**src/rtl/mux_scan_pkg.sv**
```systemverilog
// mux_scan_pkg: shared constants for the scanned 4:1 mux capture stage.
//   State encodings for the scan FSM and the widths of the channel index
//   and dwell counter.
package mux_scan_pkg;

  // FSM state encodings; 2'b11 is unused and recovers to StIdle.
  localparam logic [1:0] StIdle = 2'b00;
  localparam logic [1:0] StScan = 2'b01;
  localparam logic [1:0] StHold = 2'b10;

  localparam int unsigned NUM_CH = 4;  // mux channels scanned per word
  localparam int unsigned SEL_W  = 2;  // channel index width
  localparam int unsigned CNT_W  = 4;  // dwell counter width (DWELL <= 16)

endpackage

```
**src/rtl/mux_scan_ctrl_dwell_timer.sv**
```systemverilog
// dwell_timer: counts the cycles a channel select is held.
//   i_clk   : system clock
//   i_rst_n : synchronous active-low reset
//   i_clear : force the count back to 0
//   i_en    : advance the count this cycle
//   o_tick  : high on the last dwell cycle (count == DWELL-1 while enabled)
module dwell_timer
  import mux_scan_pkg::*;
#(
  parameter int unsigned DWELL = 1
) (
  input  logic i_clk,
  input  logic i_rst_n,
  input  logic i_clear,
  input  logic i_en,
  output logic o_tick
);

  logic [CNT_W-1:0] r_cnt;
  logic             w_last;

  assign w_last = (r_cnt == CNT_W'(DWELL - 1));
  assign o_tick = i_en & w_last;

  always_ff @(posedge i_clk) begin
    if (!i_rst_n || i_clear) begin
      r_cnt <= '0;
    end else if (i_en) begin
      // Wrap on the last dwell cycle so the next channel starts at 0.
      r_cnt <= w_last ? '0 : r_cnt + 1'b1;
    end
  end

endmodule

```
**src/rtl/mux_scan_ctrl.sv**
```systemverilog
// mux_scan_ctrl: steps a 4:1 mux select through channels 0..3, samples the
// mux output on the last dwell cycle of each channel and presents the four
// bits as one word under a valid/ready handshake.
//   i_clk     : system clock
//   i_rst_n   : synchronous active-low reset
//   i_start   : scan request, honoured only in idle
//   i_mux_out : combinational mux output for the current select
//   o_s0/o_s1 : registered select lines to the mux
//   o_word    : captured word, o_word[i] sampled while channel i selected
//   o_valid   : o_word complete and stable
//   i_ready   : consumer accepts o_word when o_valid && i_ready
//   o_busy    : scan or hold in progress
module mux_scan_ctrl
  import mux_scan_pkg::*;
#(
  parameter int unsigned DWELL = 1
) (
  input  logic              i_clk,
  input  logic              i_rst_n,
  input  logic              i_start,
  input  logic              i_mux_out,
  output logic              o_s0,
  output logic              o_s1,
  output logic [NUM_CH-1:0] o_word,
  output logic              o_valid,
  input  logic              i_ready,
  output logic              o_busy
);

  logic [1:0]        r_state;
  logic [SEL_W-1:0]  r_sel;
  logic [NUM_CH-1:0] r_word;
  logic              r_valid;

  logic w_tick;
  logic w_scan;

  assign w_scan = (r_state == StScan);

  // Timer only runs in scan; held at 0 otherwise so every scan starts fresh.
  dwell_timer #(
    .DWELL(DWELL)
  ) u_dwell_timer (
    .i_clk  (i_clk),
    .i_rst_n(i_rst_n),
    .i_clear(~w_scan),
    .i_en   (w_scan),
    .o_tick (w_tick)
  );

  always_ff @(posedge i_clk) begin
    if (!i_rst_n) begin
      r_state <= StIdle;
      r_sel   <= '0;
      r_word  <= '0;
      r_valid <= 1'b0;
    end else begin
      case (r_state)
        StIdle: begin
          if (i_start) begin
            r_state <= StScan;
            r_sel   <= '0;
            r_word  <= '0;
          end
        end
        StScan: begin
          if (w_tick) begin
            r_word[r_sel] <= i_mux_out;
            // Explicit exit at the last channel; sel never wraps in scan.
            if (r_sel == SEL_W'(NUM_CH - 1)) begin
              r_state <= StHold;
              r_valid <= 1'b1;
              r_sel   <= '0;
            end else begin
              r_sel <= r_sel + 1'b1;
            end
          end
        end
        StHold: begin
          if (r_valid && i_ready) begin
            r_state <= StIdle;
            r_valid <= 1'b0;
          end
        end
        default: begin
          r_state <= StIdle;
          r_sel   <= '0;
          r_valid <= 1'b0;
        end
      endcase
    end
  end

  assign o_s0    = r_sel[0];
  assign o_s1    = r_sel[1];
  assign o_word  = r_word;
  assign o_valid = r_valid;
  assign o_busy  = (r_state == StScan) || (r_state == StHold);

endmodule

```
**config.mk**
```make
export PLATFORM = sky130hd
export DESIGN_NAME = mux_scan_ctrl
export DESIGN_NICKNAME = d
export VERILOG_FILES = /design/src/rtl/mux_scan_pkg.sv /design/src/rtl/mux_scan_ctrl_dwell_timer.sv /design/src/rtl/mux_scan_ctrl.sv
export SDC_FILE = /design/constraint.sdc
export NUM_CORES = 1
export LEC_CHECK = 0
export CAP_MARGIN = 15
export CORE_MARGIN = 2
export CORE_UTILIZATION = 54
export DETAILED_ROUTE_END_ITERATION = 16
export MAX_ROUTING_LAYER = met4
export PLACE_DENSITY_LB_ADDON = 0.2
export RECOVER_POWER = 100
export SLEW_MARGIN = 0
export SYNTH_ARGS = -nofsm -noshare
export SYNTH_HDL_FRONTEND = slang
export SYNTH_SLANG_ARGS = --single-unit
```
**constraint.sdc**
```tcl
create_clock -name i_clk -period 3 [get_ports i_clk]
set_input_delay 0.6 -clock i_clk [delete_from_list [all_inputs] [get_ports i_clk]]
set_output_delay 0.6 -clock i_clk [all_outputs]
set_load 0.02 [all_outputs]
```
==> out/qor.yml, run 1 <==
ant_nets: 0
fp.coreArea_sq_um: 1301
track_usage: 0.2314
hold_viol_final: 0
wl_met1_um: 730
num_vias: 644
nets: 116
crit_type: "reg -> out"
worst_slew_margin_rel: 0.6945
wl_met3_um: 96
area_growth_syn_to_layout_pct: 18.11
fin_skew_ps: 3.656
tns_ps: 0
grt-ovfl-total: 0
min_period_ps: 2287
die_w_um: 41.35
drv_cap: 0
routed_wl_mm: 1.594
slowest_delay_ps: 670
fin_crit_sh: 0.7623
setup_violations: 0
synth.distinct_cells: 28
hold_class: "reg -> reg"
syn-cell-area_sq_um: 753.2
clock_sinks: 13
die_area_sq_um: 1709
p_leak_uw: 0.0003569
cts_tree: "done"
pwr_density_cell_nw_per_um2: 524.4
ctsResizeCount: 0
grt_max_degree: 11
synth_top_flop_cell: "dfxtp_1"
antenna_found_initial: 0
seq_area_frac_synth: 0.3455
stdcell_count: 115
clock_path_buffers: 2
gp_congestion: 0.8263
fmax_mhz: 437.3
drive_gt1_frac: 0.04000
post-cts-setup-buffer-count: 0
die_h_um: 41.35
worstPathCellList: "inv_1, ha_1, dlygate4sd3_1"
start_kind: "flop"
arrival_ps: 1690
ctsHtreeMaxLevel: 1
row_count: 13
clkTransAtPathRegs_ps: 80
start_util: 0.5788
cp_slowest_cell: "dlygate4sd3_1"
synthArstFlopShare: 0
viasPerCell: 5.600
route.detailed.drc: 0
path_max_fanout: 3
end_kind: "output port"
worst-path-buf-inv: 2
tightest_slew_ps: 455.5
status: "finished, final reports clean"
top_layer: "met4"
clock_latency_ps: 280
yosysWarnings: 0
dr_wl_met2_um: 727
synth_edf_count: 0
syn_inst: 86
synth_area_per_cell_sq_um: 8.758
cts_hold_buf: 0
synth_common_cells: "dfxtp_1, ha_1, inv_1, nand2_1, a21oi_1"
grt_pass1_wl_mm: 2.380
ios: 13
utilization: 0.6837
io_buffers: 12
synth_top_area_share: 0.3455
diodes: 0
power_uw: 466.5
synth_nets: 101
wl_per_cell_um: 13.86
placed_cells: 111
cts_buffers: 3
cts-root-buf: "clkbuf_4"
nFillCells: 111
slew_viol_final: 0
cp_top_family: "buffers and inverters"
required_ps: 2400
synth_seq_cells: 13
place_hpwl_mm: 1.188
placed_area_sq_um: 883.3
ys_top_cells_by_area: "dfxtp_1, ha_1, inv_1, nand2_1, a21oi_1"
ir_drop_v: 0.0002682
synth_area_leader_cell: "dfxtp_1"
design_area_sq_um: 889.6
grt_pass1_vias: 554
drt_iter0_markers: 15
rsz0062_at_grt: "no"
first_pass_iters: 4
post-synth-top-count-cell: "dfxtp_1"
## area by class of cell
class                      count  area (sq um)  share of cell area
clock buffer                   4         26.28             0.02954
inverter                      10         37.54             0.04219
multi-input combinational     61         426.7              0.4796
sequential                    13         260.3              0.2925
tap                           15         18.77             0.02110
timing repair buffer          12         120.1              0.1350
## stage by stage
step / worst slack, ps / hold WS (ps)
global placement: 1118 / 458.9
finish: 713.0 / 486.2
global route: 639.9 / 511.9
floorplan: 1297 / 476.5
detailed placement: 1079 / 472.2
CTS: 768.5 / 490.3
## path summary, 6_finish.rpt
path	slack, ps	end	depth (start not counted)	startpoint
max reg2reg	1060	o_valid	6	u_dwell_timer.r_cnt[0]
max	710	o_busy	3	r_state[0]
min reg2reg	490	o_word[2]	2	o_word[2]
min	490	o_word[2]	2	o_word[2]
## routing by layer
layer,track usage,up-vias
met4,0.1452,0
met5,-,-
met1,0.2590,287
met2,0.3750,24
met3,0.04787,5
li1,-,328
## power by group
| group | internal (uW) | total, uW | switching [uW] | leakage, uW |
|---|---|---|---|---|
| Clock | 51.7 | 112 | 60.6 | 0.0000150 |
| Sequential | 183 | 192 | 9.03 | 0.000105 |
| Combinational | 65.3 | 163 | 97.3 | 0.000237 |
## logic make-up after synthesis
group	count (synthesis)	synth area share
AND/OR/NAND/NOR	31	0.2226
AO/OA/AOI/OAI	17	0.1661
flip-flops	13	0.3455
multiplexers	2	0.02658
XOR/XNOR	1	0.01163
adder cells (fa/ha/maj)	10	0.1661
buffers and inverters	12	0.06146
## worst min-delay path, delay by kind of cell, from the launching register on
kind,cells,cell delay [ps]
flip-flops,1,320
AO/OA/AOI/OAI,1,70
AND/OR/NAND/NOR,1,60
## flip-flops by register name, summed over array words and instances, names as in the netlist
| signal | count |
|---|---|
| o_valid | 1 |
| r_sel | 2 |
| o_word | 4 |
| u_dwell_timer.r_cnt | 4 |
| r_state | 2 |
## cell usage in the layout (no fill, tap or decap)
| cell | n |
|---|---|
| ha_1 | 10 |
| mux2i_1 | 2 |
| inv_1 | 10 |
| clkbuf_1 | 1 |
| nor2b_1 | 2 |
| nor3_1 | 1 |
| nor3b_1 | 1 |
| nand3_1 | 3 |
| dlygate4sd3_1 | 9 |
| nor2_1 | 5 |
| nand2_1 | 10 |
| nand3b_1 | 1 |
| dfxtp_1 | 13 |
| o21ai_1 | 1 |
| xor2_1 | 1 |
| a31oi_1 | 2 |
| a211o_2 | 1 |
| and2b_1 | 1 |
| clkbuf_4 | 3 |
| nand2b_1 | 3 |
| o31ai_1 | 1 |
| nand4_1 | 3 |
| or3b_1 | 1 |
| clkdlybuf4s50_1 | 3 |
| o32ai_1 | 2 |
| a21oi_1 | 6 |
| a211oi_1 | 2 |
| o211ai_1 | 1 |
| a221o_1 | 1 |
No activity file was read; power rests on OpenSTA's default activity.
==> run 2, diff against run 1 <==
--- a/config.mk
+++ b/config.mk
@@ -7,7 +7,7 @@
 export LEC_CHECK = 0
 export CAP_MARGIN = 15
 export CORE_MARGIN = 2
-export CORE_UTILIZATION = 54
+export CORE_UTILIZATION = 50
 export DETAILED_ROUTE_END_ITERATION = 16
 export MAX_ROUTING_LAYER = met4
 export PLACE_DENSITY_LB_ADDON = 0.2
==> constraint.sdc (replaced) <==
create_clock -name i_clk -period 2.2 [get_ports i_clk]
set_input_delay 0.44 -clock i_clk [delete_from_list [all_inputs] [get_ports i_clk]]
set_output_delay 0.44 -clock i_clk [all_outputs]
set_load 0.02 [all_outputs]
==> run 2 against run 1 <==
Net effect: utilization is 7.1 points lower; global-route usage down 3.7 points; sequential cell count unchanged; worst hold slack lost 4.0 ps; cell count rose by 0.87%; critical path depth unchanged.
==> out/qor.yml, run 2 (synthesis results as in run 1) <==
status: "finished, final reports clean"
worst_slew_margin_rel: 0.7079
nFillCells: 140
grt-ovfl-total: 0
ir_drop_v: 0.0003601
grt_max_degree: 11
crit_type: "reg -> out"
slew_viol_final: 0
hold_viol_final: 0
io_buffers: 12
cts_buffers: 3
routed_wl_mm: 1.427
required_ps: 1760
layout_common_cells: "dfxtp_1, inv_1, nand2_1, ha_1, dlygate4sd3_1"
die_h_um: 42.81
cts_hold_buf: 0
start_kind: "flop"
min_period_ps: 2038
cts-root-buf: "clkbuf_4"
drive_gt1_frac: 0.04000
drv_cap: 0
arrival_ps: 1600
tns_ps: 0
clkTransAtPathRegs_ps: 80
diodes: 0
clock_path_buffers: 2
setup_violations: 0
gp_congestion: 0.7725
fin_skew_ps: 7.539
rsz0062_at_grt: "no"
ctsResizeCount: 0
area_growth_syn_to_layout_pct: 18.27
path_max_fanout: 3
grt_pass1_vias: 594
ctsHtreeMaxLevel: 1
num_vias: 630
antenna_found_initial: 0
clock_sinks: 13
fin_crit_sh: 0.9264
end_kind: "output port"
nets: 116
wl_per_cell_um: 12.30
pwr_density_cell_nw_per_um2: 707.4
fp.coreArea_sq_um: 1454
track_usage: 0.1942
route.detailed.drc: 0
layout_commonest_cell: "dfxtp_1"
grt_pass1_wl_mm: 2.539
die_area_sq_um: 1833
p_leak_uw: 0.0003546
fmax_mhz: 490.7
ant_nets: 0
regArea_sq_um: 260.3
cts_tree: "done"
start_util: 0.5181
ios: 13
hold_class: "reg -> reg"
hold-worst-slack_ps: 482.2
clock_latency_ps: 280
die_w_um: 42.81
tightest_slew_ps: 435.5
first_pass_iters: 4
viasPerCell: 5.431
row_count: 14
multi_input_area_sq_um: 426.7
place_hpwl_mm: 1.077
post-cts-setup-buffer-count: 0
drt_iter0_markers: 3
## run 2: cell types whose count changed in the layout (fill, tap and decap cells not counted), sizes merged
| cell | previous run | this run |
|---|---|---|
| dlygate4sd3 | 9 | 7 |
| clkdlybuf4s50 | 3 | 5 |
## run 2: final timing paths
check / slack, ps / cells past startpoint / startpoint / end
min reg2reg: 480 / 2 / o_valid / o_valid
min: 480 / 2 / o_valid / o_valid
max reg2reg: 290 / 6 / u_dwell_timer.r_cnt[0] / o_word[2]
max: 160 / 3 / r_state[0] / o_busy
## run 2: metal layers
metal	vias to the layer above	share of wire	track usage
met5	-	0	-
li1	326	-	-
met2	9	0.48	0.3091
met1	290	0.46	0.2173
met3	5	0.039	0.07660
met4	0	0.020	0.07500
## run 2: power by group
group / internal (uW) / switching (uW) / leakage [uW] / total (uW)
registers: 249 / 11.4 / 0.000105 / 260
clock network: 70.5 / 78.3 / 0.0000150 / 149
logic: 91.7 / 129 / 0.000234 / 221
## run 2: cell type report
type,count,share of cell area
clock buffers,4,0.02949
inverters,10,0.04213
multi-input cells,61,0.4789
flip-flops and latches,13,0.2921
well taps,16,0.02247
repair buffers,12,0.1348
## run 2: critical path, stage by stage, from the launching register on
cell             delay, ps
dfxtp_1                360
inv_1                   90
ha_1                   280
clkdlybuf4s50_1        590
## run 2: metrics by stage
step           total power, uW  cell area, sq um  instances    util  worst slack, ps
6_report                 630.2             890.9        116  0.6127            162.0
5_1_grt                  677.8             890.9        116  0.6127            95.93
4_1_cts                  653.4             910.9        116  0.6265            151.1
3_5_place_dp             501.7             884.6        112  0.6084            401.5
3_3_place_gp             497.7             884.6        112  0.6084            395.6
2_1_floorplan            437.8             753.2         86       -            497.2
==> run 3, diff against run 2 <==
--- a/config.mk
+++ b/config.mk
@@ -5,9 +5,10 @@
 export SDC_FILE = /design/constraint.sdc
 export NUM_CORES = 1
 export LEC_CHECK = 0
+export ABC_AREA = 1
 export CAP_MARGIN = 15
 export CORE_MARGIN = 2
-export CORE_UTILIZATION = 50
+export CORE_UTILIZATION = 51
 export DETAILED_ROUTE_END_ITERATION = 16
 export MAX_ROUTING_LAYER = met4
 export PLACE_DENSITY_LB_ADDON = 0.2
@@ -16,3 +17,4 @@
 export SYNTH_ARGS = -nofsm -noshare
 export SYNTH_HDL_FRONTEND = slang
 export SYNTH_SLANG_ARGS = --single-unit
+export TNS_END_PERCENT = 5
==> run 3 against run 2 <==
Net effect: utilization rose by 1.5 points; count of clock-buffer cells in the layout is the same; total power increased by 70%; critical path depth did not move; register-to-register slack improved by 260 ps; maximum frequency rose by 0.60%; worst hold slack worse by 20 ps; non-clock buffer count did not move; routed wire length grew 8.3%.
==> out/qor.yml, run 3 <==
status: "finished, final reports clean"
hold_class: "reg -> reg"
hold-worst-slack_ps: 461.9
slew_viol_final: 0
diodes: 0
ant_nets: 0
cts_buffers: 3
clock_latency_ps: 280
synth_edf_count: 0
synth_nets: 127
die_area_sq_um: 1938
start_util: 0.5424
row_count: 14
ctsResizeCount: 0
pwr_density_cell_nw_per_um2: 1136
tns_ps: 0
hold_viol_final: 0
nFillCells: 140
synth_top_flop_cell: "dfxtp_1"
die_w_um: 44.03
routed_wl_mm: 1.546
place_hpwl_mm: 1.157
synth_area_per_cell_sq_um: 7.295
multi_input_area_sq_um: 451.7
start_kind: "flop"
grt_pass1_wl_mm: 2.587
post-cts-setup-buffer-count: 0
io_buffers: 12
cts_hold_buf: 0
grt_max_degree: 12
drt_iter0_markers: 18
fp.coreArea_sq_um: 1506
drive_gt1_frac: 0.07200
design_area_sq_um: 945.9
grt-ovfl-total: 0
route.detailed.drc: 0
tightest_slew_ps: 292.5
area_growth_syn_to_layout_pct: 15.77
grt_pass1_vias: 634
regArea_sq_um: 260.3
synth_area_leader_cell: "dfxtp_1"
ir_drop_v: 0.0007405
yosysWarnings: 0
cts-root-buf: "clkbuf_4"
placed_area_sq_um: 929.6
end_kind: "output port"
ys_top_cells_by_area: "dfxtp_1, ha_1, nand2_1, inv_1, nand3_1"
antenna_found_initial: 0
layout_commonest_cell: "nand2_1"
cts_tree: "done"
fin_crit_sh: 0.9208
syn-cell-area_sq_um: 817.0
clock_sinks: 13
fin_skew_ps: 3.798
track_usage: 0.1916
clock_path_buffers: 2
rsz0062_at_grt: "no"
arrival_ps: 1590
layout_common_cells: "nand2_1, inv_1, dfxtp_1"
synthArstFlopShare: 0
clkTransAtPathRegs_ps: 80
num_vias: 720
seq_area_frac_synth: 0.3185
syn_inst: 112
power_uw: 1074
wl_per_cell_um: 10.96
synth_top_area_share: 0.3185
fmax_mhz: 493.6
stdcell_count: 141
nets: 141
synth_common_cells: "nand2_1, inv_1, dfxtp_1, ha_1, nand3_1"
p_leak_uw: 0.0004659
crit_type: "reg -> out"
first_pass_iters: 4
worst_slew_margin_rel: 0.8050
gp_congestion: 0.8082
path_max_fanout: 3
viasPerCell: 5.106
placed_cells: 137
ios: 13
ctsHtreeMaxLevel: 1
synth.distinct_cells: 18
die_h_um: 44.03
setup_violations: 0
synth_seq_cells: 13
required_ps: 1760
min_period_ps: 2026
drv_cap: 0
post-synth-top-count-cell: "nand2_1"
[run 3: through the flow]
stage          worst slack (ps)  utilization
3_3_place_gp              491.4       0.6171
5_1_grt                   81.05       0.6279
3_5_place_dp              475.7       0.6171
2_1_floorplan             842.9            -
4_1_cts                   174.3       0.6346
6_report                  174.2       0.6279
[run 3: final cells by class]
type | instances | area share
flip-flops and latches | 13 | 0.2751
clock buffers | 4 | 0.02778
multi-input cells | 78 | 0.4775
well taps | 16 | 0.02116
inverters | 18 | 0.07143
repair buffers | 12 | 0.1270
[run 3: critical path: stages, from the launching register on]
cell	delay (ps)
dfxtp_1	360
inv_1	80
ha_1	270
clkdlybuf4s50_1	590
[run 3: path summary, 6_finish.rpt]
path | to | cells past startpoint | start | slack [ps]
setup / recovery | o_busy | 3 | r_state[0] | 170
setup reg to reg | o_word[2] | 6 | r_state[1] | 550
hold reg to reg | o_word[1] | 2 | o_word[1] | 460
hold / removal | o_word[1] | 2 | o_word[1] | 460
[run 3: where the power goes]
| group | internal [uW] | leakage [uW] | switching, uW |
|---|---|---|---|
| clock | 70.4 | 0.0000150 | 82.1 |
| combinational | 238 | 0.000345 | 376 |
| sequential | 277 | 0.000106 | 30.2 |
| total | 586 | 0.000466 | 489 |
[run 3: cell families (layout without fill, tap and decap cells)]
| kind of cell | after synthesis | after routing | share of synthesized area |
|---|---|---|---|
| AOI/OAI and AO/OA | 11 | 11 | 0.07503 |
| xor gates and xnor gates | 1 | 1 | 0.01072 |
| adders and majority gates | 10 | 10 | 0.1531 |
| buffers and inverters | 21 | 34 | 0.1164 |
| DFF | 13 | 13 | 0.3185 |
| and+or+nand+nor | 56 | 56 | 0.3262 |
[run 3: routing by layer]
metal	wire, um	global-route usage	part of all wire
met4	32	0.09091	0.021
met3	78	0.03673	0.050
met1	691	0.2214	0.45
met2	744	0.3176	0.48
met5	0	-	0
==> patch, RTL diff (config.mk and constraints of run 1) <==
Set the package constant `NUM_CH` to 8 (it was 4).
--- a/src/rtl/mux_scan_pkg.sv
+++ b/src/rtl/mux_scan_pkg.sv
@@ -8,7 +8,7 @@
   localparam logic [1:0] StScan = 2'b01;
   localparam logic [1:0] StHold = 2'b10;
 
-  localparam int unsigned NUM_CH = 4;  // mux channels scanned per word
+  localparam int unsigned NUM_CH = 8;  // mux channels scanned per word
   localparam int unsigned SEL_W  = 2;  // channel index width
   localparam int unsigned CNT_W  = 4;  // dwell counter width (DWELL <= 16)
 
Ports: changed (resized o_word); port bits go from 13 to 17. No check against the original RTL was run, so the function may have changed too.
==> patch against run 1 <==
Die area grew 5.6%. Worst setup slack better by 0.023 ns. Cell count stayed put. Cell area up 4.8%. First-iteration DRC count shrank 27%. Critical endpoint unchanged. Count of clock-buffer cells in the layout is the same. Synthesized area rose by 6.1%. Routed wire length fell by 10%. Largest power group unchanged. Power is 2.4% lower. Clock power is 5% lower. Clock skew fell by 0.0024 ns. Sequential cell count unchanged.
==> patch: results (changes against run 1) <==
* Outcome: finished clean
* Final HPWL DP at 1090 um (-8.1%)
* Most frequent cells after synthesis: 13 x dfxtp_1, 10 x ha_1, 8 x nand2_1
* Register area share after synthesis at 32.6% (-2.0 points)
* Combinational Power Share at 34.4% (-0.5 points)
* Reg-to-reg endpoint: o_word[3]
* Reg2reg path depth at 5 (-1)
* RR Startpoint: r_state[1]
* Vias in the first global route at 583 (+5.2%)
* Synth cell types at 36 (+29%)
* Hold WS at 0.465 ns (-0.0213 ns)
* Gpl congestion at 0.742 (-10%)
* P_sw at 156 uW (-6.4%)
* Clock skew at 0.00127 ns (-0.00239 ns)
* Share of cells above drive strength 1 at 6.00% (+2.0 points)
* Routed wire per std cell at 12.5 um (-10%)
* ANT cells at 0 (unchanged)
* Placed cell area at 908 um2 (+2.8%)
* Ranking of synthesized cells by area: dfxtp_1 33%, ha_1 16%, or4bb_1 4.2%, buf_4 3.8%, nand2_1 3.8%
* Largest net degree at the start of global routing at 14 (+3)
* First-pass GRT wire length at 2440 um (+2.6%)
* Initial drt markers at 11 (-4)
* R2r setup slk at 1.15 ns (+0.09 ns)
* Measured slew at the worst slew-check pin at 0.551 ns (+0.0952 ns)
* GRT Overall Usage at 18.3% (-4.8 points)
==> patch: cell count changes in the layout (fill, tap and decap cells not counted), moves of 2 or more <==
| cell | before | now |
|---|---|---|
| conb_1 | 0 | 4 |
| o22ai_1 | 0 | 4 |
| inv_1 | 10 | 7 |
| nand4_1 | 3 | 0 |
| nor2_1 | 5 | 2 |
| or4bb_1 | 0 | 3 |
| nand2_1 | 10 | 8 |
| nand2b_1 | 3 | 1 |
| o21a_1 | 0 | 2 |
| o32ai_1 | 2 | 0 |
==> patch: final cells by class <==
class                      count  area [um2]
tap                           15        18.8
sequential                    13         260
multi-input combinational     64         480
fill                         118         418
inverter                       7        26.3
clock buffer                   4        26.3
timing repair buffer          12         120
==> patch: how the worst min path moves through the flow <==
stage                                 from                endpoint  cells past startpoint
finish                           o_word[2]               o_word[2]                      2
global route                       o_valid                 o_valid                      1
CTS                              o_word[2]               o_word[2]                      2
detailed placement               o_word[2]               o_word[2]                      2
global placement                 o_word[0]               o_word[0]                      2
floorplan           u_dwell_timer.r_cnt[0]  u_dwell_timer.r_cnt[0]                      1
==> patch: worst register-to-register path, delay by kind of cell, from the launching register on <==
family                     cells  cell delay (ns)
and+or+nand+nor                2             0.72
buffers and inverters          1             0.11
AOI/OAI and AO/OA              1             0.19
adders and majority gates      1             0.44
DFF                            1             0.32
==> patch: cell families after synthesis <==
logic type | synth area share, %
other | 0.469
multiplexers | 2.50
buffers and inverters | 8.45
flip-flops | 32.6
AO/OA/AOI/OAI | 17.4
AND/OR/NAND/NOR | 21.9
XOR/XNOR | 1.10
adder cells (fa/ha/maj) | 15.6
==> patch: per-stage QoR <==
stage,std cells,setup slack [ns]
after detailed placement,111,0.697
final,115,0.736
after CTS,115,0.785
after global placement,111,0.763
after floorplan,91,1.33
after global routing,115,0.670
==> patch: routing by layer <==
metal | track usage [%] | wire length [um]
met4 | 5.63 | 16
met1 | 22.0 | 678
met2 | 28.3 | 651
met3 | 6.90 | 85
met5 | - | 0
==> patch: power by group through the flow <==
| stage | Combinational [uW] | Clock (uW) | Sequential [uW] |
|---|---|---|---|
| 2_1_floorplan | 118 | 0 | 201 |
| 3_3_place_gp | 156 | 0 | 197 |
| 3_5_place_dp | 160 | 0 | 198 |
| 4_1_cts | 161 | 110 | 193 |
| 5_1_grt | 174 | 115 | 195 |
| 6_report | 157 | 106 | 193 |
